--- src/rtl/led_cube_pkg.sv ---
// Shared types and geometry for the 8x8x8 LED cube scanner.
package led_cube_pkg;

  localparam int LAYERS          = 8;
  localparam int ROWS            = 8;
  localparam int BYTES_PER_FRAME = 64;
  localparam int BITS_PER_LAYER  = 64;

  typedef enum logic [2:0] {
    ST_IDLE,
    ST_PRELOAD,
    ST_SCAN,
    ST_BLANK,
    ST_LATCH
  } scan_state_t;

  typedef enum logic [1:0] {
    SH_IDLE,
    SH_ADDR,
    SH_BIT_LO,
    SH_BIT_HI
  } shift_state_t;

  // One-hot layer driver pattern for a 3-bit layer index.
  function automatic logic [7:0] layer_onehot(input logic [2:0] layer);
    return 8'd1 << layer;
  endfunction

endpackage

--- src/rtl/led_cube_scanner_if.sv ---
// Frame-buffer read port plus column shift-register and layer driver bus.
// There is no valid/ready handshake on this bus: enable is a level (high =
// scan, low = blank and idle), data_to_latch is a combinational read of the
// address on frame_addr, and every scanner output is a registered level.
interface led_cube_scanner_if;
  import led_cube_pkg::*;

  logic                                enable;
  logic [7:0]                          data_to_latch;
  logic [$clog2(BYTES_PER_FRAME)-1:0]  frame_addr;
  logic                                sr_data;
  logic                                sr_clk;
  logic                                sr_latch;
  logic                                sr_oe_n;
  logic [LAYERS-1:0]                   layer_sel;
  logic                                frame_done;

  modport master (
    input  enable, data_to_latch,
    output frame_addr, sr_data, sr_clk, sr_latch, sr_oe_n, layer_sel, frame_done
  );

  modport slave (
    output enable, data_to_latch,
    input  frame_addr, sr_data, sr_clk, sr_latch, sr_oe_n, layer_sel, frame_done
  );

endinterface

--- src/rtl/led_cube_shifter.sv ---
// Serialises one layer (8 rows x 8 bits, MSB first) into the column shift
// registers. Each row costs one address cycle plus two cycles per bit, so a
// layer takes 136 cycles. done rises together with the final sr_clk high.
module led_cube_shifter
  import led_cube_pkg::*;
(
  input  logic         clk,
  input  logic         i_clear,
  input  logic         i_start,
  input  logic [2:0]   i_layer,
  input  logic [7:0]   i_data,
  output logic [5:0]   o_frame_addr,
  output logic         o_sr_data,
  output logic         o_sr_clk,
  output logic         o_done,
  output shift_state_t o_state
);

  shift_state_t r_state;
  logic [2:0]   r_layer;
  logic [2:0]   r_row;
  logic [2:0]   r_bit;
  logic [7:0]   r_byte;
  logic [5:0]   r_frame_addr;
  logic         r_sr_data;
  logic         r_sr_clk;
  logic         r_done;
  logic [2:0]   w_next_row;

  assign w_next_row   = r_row + 3'd1;
  assign o_frame_addr = r_frame_addr;
  assign o_sr_data    = r_sr_data;
  assign o_sr_clk     = r_sr_clk;
  assign o_done       = r_done;
  assign o_state      = r_state;

  // Shifter sequencer: address a row, then clock its bits out MSB first.
  always_ff @(posedge clk) begin
    if (i_clear) begin
      r_state      <= SH_IDLE;
      r_layer      <= 3'd0;
      r_row        <= 3'd0;
      r_bit        <= 3'd0;
      r_byte       <= 8'd0;
      r_frame_addr <= 6'd0;
      r_sr_data    <= 1'b0;
      r_sr_clk     <= 1'b0;
      r_done       <= 1'b0;
    end else if (i_start) begin
      r_state      <= SH_ADDR;
      r_layer      <= i_layer;
      r_row        <= 3'd0;
      r_bit        <= 3'd0;
      r_frame_addr <= {i_layer, 3'd0};
      r_sr_clk     <= 1'b0;
      r_done       <= 1'b0;
    end else begin
      case (r_state)
        SH_ADDR: begin
          // The byte addressed last cycle is valid now.
          r_byte    <= i_data;
          r_sr_data <= i_data[7];
          r_bit     <= 3'd0;
          r_state   <= SH_BIT_LO;
        end
        SH_BIT_LO: begin
          r_sr_clk <= 1'b1;
          r_state  <= SH_BIT_HI;
          if (r_row == 3'd7 && r_bit == 3'd7) r_done <= 1'b1;
        end
        SH_BIT_HI: begin
          r_sr_clk <= 1'b0;
          if (r_bit == 3'd7) begin
            if (r_row == 3'd7) begin
              r_state <= SH_IDLE;
            end else begin
              r_row        <= w_next_row;
              r_frame_addr <= {r_layer, w_next_row};
              r_state      <= SH_ADDR;
            end
          end else begin
            r_bit     <= r_bit + 3'd1;
            r_byte    <= {r_byte[6:0], 1'b0};
            r_sr_data <= r_byte[6];
            r_state   <= SH_BIT_LO;
          end
        end
        default: r_state <= SH_IDLE;
      endcase
    end
  end

endmodule

--- src/rtl/led_cube_scanner.sv ---
// LED cube scanner: preloads layer 0, then displays each layer while the next
// one is shifted in, swapping through a one-cycle blank and a latch pulse.
module led_cube_scanner
  import led_cube_pkg::*;
#(
  parameter int LAYER_HOLD = 1024
)(
  input  logic                clk,
  input  logic                rst,
  led_cube_scanner_if.master  bus,
  output scan_state_t         o_dbg_state,
  output shift_state_t        o_dbg_shift_state
);

  localparam int              HW       = $clog2(LAYER_HOLD + 1);
  localparam logic [HW-1:0]   HOLD_MAX = HW'(LAYER_HOLD - 1);

  scan_state_t   r_state;
  logic [2:0]    r_layer;      // layer currently in (or entering) the shift registers
  logic          r_first;      // first SCAN entry after PRELOAD suppresses frame_done
  logic [HW-1:0] r_hold_cnt;
  logic          r_hold_ok;    // registered hold expiry, costs one SCAN cycle
  logic          r_sr_latch;
  logic          r_sr_oe_n;
  logic [7:0]    r_layer_sel;
  logic          r_frame_done;

  logic          w_clear;
  logic          w_start;
  logic          w_sh_done;
  logic [2:0]    w_sh_layer;
  logic [5:0]    w_frame_addr;
  logic          w_sr_data;
  logic          w_sr_clk;

  assign w_clear    = rst || !bus.enable;
  assign w_start    = !w_clear && (r_state == ST_IDLE || r_state == ST_LATCH);
  assign w_sh_layer = (r_state == ST_LATCH) ? r_layer + 3'd1 : 3'd0;

  led_cube_shifter u_shifter (
    .clk          (clk),
    .i_clear      (w_clear),
    .i_start      (w_start),
    .i_layer      (w_sh_layer),
    .i_data       (bus.data_to_latch),
    .o_frame_addr (w_frame_addr),
    .o_sr_data    (w_sr_data),
    .o_sr_clk     (w_sr_clk),
    .o_done       (w_sh_done),
    .o_state      (o_dbg_shift_state)
  );

  assign bus.frame_addr = w_frame_addr;
  assign bus.sr_data    = w_sr_data;
  assign bus.sr_clk     = w_sr_clk;
  assign bus.sr_latch   = r_sr_latch;
  assign bus.sr_oe_n    = r_sr_oe_n;
  assign bus.layer_sel  = r_layer_sel;
  assign bus.frame_done = r_frame_done;
  assign o_dbg_state    = r_state;

  // Scan FSM with registered blanking, latch and layer-driver outputs.
  always_ff @(posedge clk) begin
    if (w_clear) begin
      r_state      <= ST_IDLE;
      r_layer      <= 3'd0;
      r_first      <= 1'b0;
      r_hold_cnt   <= '0;
      r_hold_ok    <= 1'b0;
      r_sr_latch   <= 1'b0;
      r_sr_oe_n    <= 1'b1;
      r_layer_sel  <= 8'd0;
      r_frame_done <= 1'b0;
    end else begin
      r_frame_done <= 1'b0;
      case (r_state)
        ST_IDLE: begin
          r_state <= ST_PRELOAD;
          r_layer <= 3'd0;
          r_first <= 1'b1;
        end
        ST_PRELOAD: begin
          if (w_sh_done) r_state <= ST_BLANK;
        end
        ST_SCAN: begin
          if (r_hold_cnt != HOLD_MAX) r_hold_cnt <= r_hold_cnt + 1'b1;
          r_hold_ok <= (r_hold_cnt >= HOLD_MAX);
          if (r_hold_ok && w_sh_done) begin
            r_state     <= ST_BLANK;
            r_sr_oe_n   <= 1'b1;
            r_layer_sel <= 8'd0;
          end
        end
        ST_BLANK: begin
          r_state    <= ST_LATCH;
          r_sr_latch <= 1'b1;
        end
        ST_LATCH: begin
          r_state      <= ST_SCAN;
          r_sr_latch   <= 1'b0;
          r_sr_oe_n    <= 1'b0;
          r_layer_sel  <= layer_onehot(r_layer);
          r_hold_cnt   <= '0;
          r_hold_ok    <= 1'b0;
          r_frame_done <= (r_layer == 3'd0) && !r_first;
          r_first      <= 1'b0;
          r_layer      <= r_layer + 3'd1;
        end
        default: r_state <= ST_IDLE;
      endcase
    end
  end

endmodule

--- src/flat_wrapper.sv ---
// flat-port wrapper written by rule: the top's interface ports become plain ports
module led_cube_scanner_flat import led_cube_pkg::*;
#(
  parameter int LAYER_HOLD = 1024
)
  (clk, rst, o_dbg_state, o_dbg_shift_state, bus_enable, bus_data_to_latch, bus_frame_addr, bus_sr_data, bus_sr_clk, bus_sr_latch, bus_sr_oe_n, bus_layer_sel, bus_frame_done);
  led_cube_scanner_if bus_i ();
  input  logic clk;
  input  logic rst;
  output scan_state_t o_dbg_state;
  output shift_state_t o_dbg_shift_state;
  input wire logic [$bits(bus_i.enable)-1:0] bus_enable;
  input wire logic [$bits(bus_i.data_to_latch)-1:0] bus_data_to_latch;
  output wire logic [$bits(bus_i.frame_addr)-1:0] bus_frame_addr;
  output wire logic [$bits(bus_i.sr_data)-1:0] bus_sr_data;
  output wire logic [$bits(bus_i.sr_clk)-1:0] bus_sr_clk;
  output wire logic [$bits(bus_i.sr_latch)-1:0] bus_sr_latch;
  output wire logic [$bits(bus_i.sr_oe_n)-1:0] bus_sr_oe_n;
  output wire logic [$bits(bus_i.layer_sel)-1:0] bus_layer_sel;
  output wire logic [$bits(bus_i.frame_done)-1:0] bus_frame_done;
  assign bus_i.enable = bus_enable;
  assign bus_i.data_to_latch = bus_data_to_latch;
  assign bus_frame_addr = bus_i.frame_addr;
  assign bus_sr_data = bus_i.sr_data;
  assign bus_sr_clk = bus_i.sr_clk;
  assign bus_sr_latch = bus_i.sr_latch;
  assign bus_sr_oe_n = bus_i.sr_oe_n;
  assign bus_layer_sel = bus_i.layer_sel;
  assign bus_frame_done = bus_i.frame_done;
  led_cube_scanner #(.LAYER_HOLD(LAYER_HOLD)) u_core (.clk(clk), .rst(rst), .bus(bus_i), .o_dbg_state(o_dbg_state), .o_dbg_shift_state(o_dbg_shift_state));
endmodule
--- config.mk ---
export PLATFORM = sky130hd
export DESIGN_NAME = led_cube_scanner_flat
export DESIGN_NICKNAME = d
export VERILOG_FILES = /design/src/rtl/led_cube_pkg.sv /design/src/rtl/led_cube_scanner_if.sv /design/src/rtl/led_cube_shifter.sv /design/src/rtl/led_cube_scanner.sv /design/src/flat_wrapper.sv
export SDC_FILE = /design/constraint.sdc
export NUM_CORES = 1
export LEC_CHECK = 0
export BUFFER_PORTS_ARGS = -buffer_cell sky130_fd_sc_hd__buf_2
export CORE_ASPECT_RATIO = 1.5
export CORE_UTILIZATION = 57
export DETAILED_ROUTE_END_ITERATION = 7
export HOLD_SLACK_MARGIN = 0.12
export PLACE_DENSITY = 0.79
export SLEW_MARGIN = 20
export SYNTH_ARGS = -nofsm -noshare
export SYNTH_HDL_FRONTEND = slang
export SYNTH_HIERARCHICAL = 1
export SYNTH_SLANG_ARGS = --single-unit
export TNS_END_PERCENT = 100
--- constraint.sdc ---
create_clock -name clk -period 2.1 [get_ports clk]
set_input_delay 0.42 -clock clk [delete_from_list [all_inputs] [get_ports clk]]
set_output_delay 0.42 -clock clk [all_outputs]
set_load 0.02 [all_outputs]
==> results.md <==
* Critical path arrival at 2100 ps
* # nets final at 347
* Hold crit path type: input pin to register
* Root Driver: clkbuf_8
* Yosys cell types at 56
* Grt ovf at 0
* Required time of the critical path at 2290 ps
* Worst r2r src: u_core/r_hold_cnt[0]$_SDFFE_PP0P_
* Sequential share of the synthesized area at 41.80%
* Remaining DRCs at 2
* Multi-input gate area at 1385 µm²
* Die Span Y at 84.50 µm
* Reg2Reg Depth at 5
* Most used DFF post-synth: dfxtp_1
* Post-DP HPWL at 4.017 mm
* H-tree depth at 2
* Tmin final at 1910 ps
* Violated checks: DRC
* Fin Setup TNS at 0 ps
* Leakage at 1.199 nW
* Die Area at 4816 µm²
* Cell internal pwr at 1.413 mW
* Critical Path Start: u_core/r_hold_cnt[0]$_SDFFE_PP0P_
* Initial drt markers at 100
* Setup Crit Path Kind: register to register
* CTS max path bufs at 2
* PwrDens at 617.5 nW/µm²
* Diodes inserted at 0
* Worst Hold End: u_core/u_shifter/r_byte[5]$_SDFFE_PP0P_
* Outcome: finished with violations
* Final worst-path cycle share at 90.95%
* HP Start: bus_data_to_latch[5]
* Fillers at 367
* Hold-fix buffers at CTS at 0
* Post-DRT Antenna Nets at 0
* R2R Path End: u_core/r_hold_cnt[0]$_SDFFE_PP0P_
* Post-synth design cell area at 2586 µm²
* Layout area overhead at 13.30%
* # Post-CTS Setup Buffers at 0
* Crit Path Max Fanout at 8
* Synth Area per Inst at 8.949 µm²
* Post-CTS sizing at 0
* Std-Cell Rows at 29
* Ys Warns at 6
* Final hold vios at 0
* All-layer global routing usage at 25.17%
* Max_cap viols at 0
* Buffers on Ports at 34
* Critical path capture point type: register
* Final setup fails at 0
* Sequential share of power at 57.1%
* Logic pwr share at 4.3%
* Number of CTS-inserted buffers at 5
* NetSw at 396.1 µW
* Placeable Area at 4282 µm²
* Clock Sinks at 54
* First-pass GRT wire length at 9.722 mm
* Register area at 1081 µm²
* Boundary pin count at 35
* Clock Power Share at 38.6%
* Min-Delay Path Depth at 3
* Vias in the first global route at 2232
* Chip width at 57 µm
* Worst-Margin Slew at 494.6 ps
* RSZ-0062 raised after global routing: false
* CTS tree: done
* Placer Congestion at 0.8546
* Drt wl/cell at 14.83 µm
* Vias at 2287
* Worst Skew at 11.52 ps
* Worst skew pair latency at 310 ps
* Layout cells sized above 1 at 20.62%
* Initial antenna violation count at 0
* Pin count of the biggest net entering global routing at 25
* Flop2flop setup slack at 190 ps
* Sw frac at 21.89%
* Fmax at 523.6 MHz
* Slew headroom at 66.78%
* Max-slew violation count at 0
* Clock transition at path regs at 100 ps
* FF+latch count, synth at 54
* Routed vias/inst at 6.164
* Fin Hold WS at 366.8 ps
* Post-synth EDFFs at 0
* Wirelength, routed at 5.502 mm
* Async SR Flop Fraction at 0%
* DRT Pass-1 Iters at 6
* Effective utilization at floorplan at 60.40%
* Syn nets at 312
* CP Launch Type: register
* Post-Synthesis Cells at 289
* Peak VDD IR at 0.4703 mV
[state kept, by name (all words and copies together), names as in the netlist, 3 cells and up]
signal,count
u_core/bus.layer_sel,8
u_core/o_dbg_state,3
u_core/r_hold_cnt,11
u_core/r_layer,3
u_core/u_shifter/o_frame_addr,6
u_core/u_shifter/r_bit,3
u_core/u_shifter/r_byte,7
u_core/u_shifter/r_layer,3
[synthesized netlist by cell type, drive strengths merged (2+ instances only)]
cell | count | area [µm²]
dfxtp | 54 | 1081
nor2 | 32 | 120.1
a21oi | 26 | 130.1
nand2 | 26 | 97.59
inv | 13 | 48.80
ha | 12 | 150.1
nand3 | 9 | 45.04
a311oi | 8 | 70.07
buf | 8 | 40.04
clkbuf | 8 | 31.28
a22oi | 6 | 45.04
a31oi | 6 | 37.54
o31ai | 6 | 45.04
and2 | 5 | 32.53
mux2i | 5 | 50.05
a211oi | 4 | 30.03
nand4 | 4 | 40.04
nor3 | 4 | 20.02
o21ai | 4 | 23.77
o311ai | 4 | 35.03
a32oi | 3 | 26.28
nand4b | 3 | 41.29
nor2b | 3 | 18.77
o211ai | 3 | 22.52
a21o | 2 | 15.01
and4 | 2 | 20.02
nand2b | 2 | 12.51
nor3b | 2 | 20.02
nor4 | 2 | 27.53
o21bai | 2 | 15.01
o22ai | 2 | 12.51
or2 | 2 | 12.51
or3b | 2 | 17.52
or4 | 2 | 15.01
[final cells by class]
type / count / area share [%]
inverters: 13 / 1.665
well taps: 46 / 1.964
clock buffers: 5 / 2.348
flip-flops and latches: 54 / 36.89
multi-input cells: 206 / 47.27
clock inverters: 3 / 1.494
repair buffers: 44 / 8.369
[through the flow]
stage / power [mW] / utilization [%] / setup slack (ps) / instances / area, µm²
2_1_floorplan: 1.107 / - / 189.7 / 289 / 2586
3_3_place_gp: 1.134 / 65.81 / 245.4 / 363 / 2818
3_5_place_dp: 1.135 / 65.81 / 231.9 / 363 / 2818
4_1_cts: 1.824 / 68.44 / 205.2 / 371 / 2930
5_1_grt: 1.877 / 68.44 / 14.72 / 371 / 2930
6_report: 1.810 / 68.44 / 190.1 / 371 / 2930
[power by group through the flow]
| stage | clock [mW] | combinational [mW] | sequential (mW) |
|---|---|---|---|
| final | 0.698 | 0.0784 | 1.03 |
| after global routing | 0.755 | 0.0872 | 1.03 |
| after CTS | 0.712 | 0.0778 | 1.03 |
| after detailed placement | 0 | 0.0779 | 1.06 |
| after global placement | 0 | 0.0772 | 1.06 |
| after floorplan | 0 | 0.0466 | 1.06 |
[placed cells by master, fill, tap and decap left out, types with 2 or more instances in the layout]
cell type and count:
buf_4 10, dfxtp_1 54, nand2b_1 2, or3b_1 2
mux2i_1 5, nand2_1 26, a211oi_1 4, buf_2 34
nor2b_1 3, nand4b_1 2, o21bai_1 2, nand4_1 3
o311ai_0 4, nand3_1 9, and4_2 2, o211ai_1 3
clkbuf_8 5, o22ai_1 2, and2_1 4, ha_1 12
a31oi_1 6, nor3_1 4, a21o_1 2, a311oi_1 8
a22oi_1 6, o31ai_1 6, o21ai_0 3, or2_2 2
inv_1 13, a21oi_1 26, a32oi_1 3, nor2_1 32
or4_1 2
[worst max-delay path, cell delays in order (launching register included)]
cell and delay, ps:
dfxtp_1 470, ha_1 230, nand3_1 290, nor4_4 460, mux2i_1 260, a21oi_1 80
[worst max-delay path by stage]
stage                                                   end  slack (ps)  depth (start not counted)
floorplan           u_core/u_shifter/o_sr_data$_SDFFE_PP0P_         190                          8
global placement          u_core/r_hold_cnt[4]$_SDFFE_PP0P_         250                          5
detailed placement        u_core/r_hold_cnt[0]$_SDFFE_PP0P_         230                          5
CTS                       u_core/r_hold_cnt[0]$_SDFFE_PP0P_         210                          5
global route              u_core/r_hold_cnt[4]$_SDFFE_PP0P_          10                          5
finish                    u_core/r_hold_cnt[0]$_SDFFE_PP0P_         190                          5
[per-layer routing]
metal	share of wire, %	wire length, µm	GRT usage [%]	vias to the layer above
met5	0	0	0	-
met2	52	2839	44.71	51
met1	43	2360	29.07	1089
li1	-	-	-	1133
met3	3.1	172	4.160	14
met4	2.3	129	11.09	0
[cells by family after synthesis]
logic type      after synthesis  share of synthesized area, %
compound gates               83                         22.88
xor+xnor                      1                        0.3387
fa+ha+maj                    12                         5.805
buf+inv                      29                         4.645
flops                        54                         41.80
mux                           6                         2.371
simple gates                104                         22.16
No activity file was read; power rests on OpenSTA's default activity.
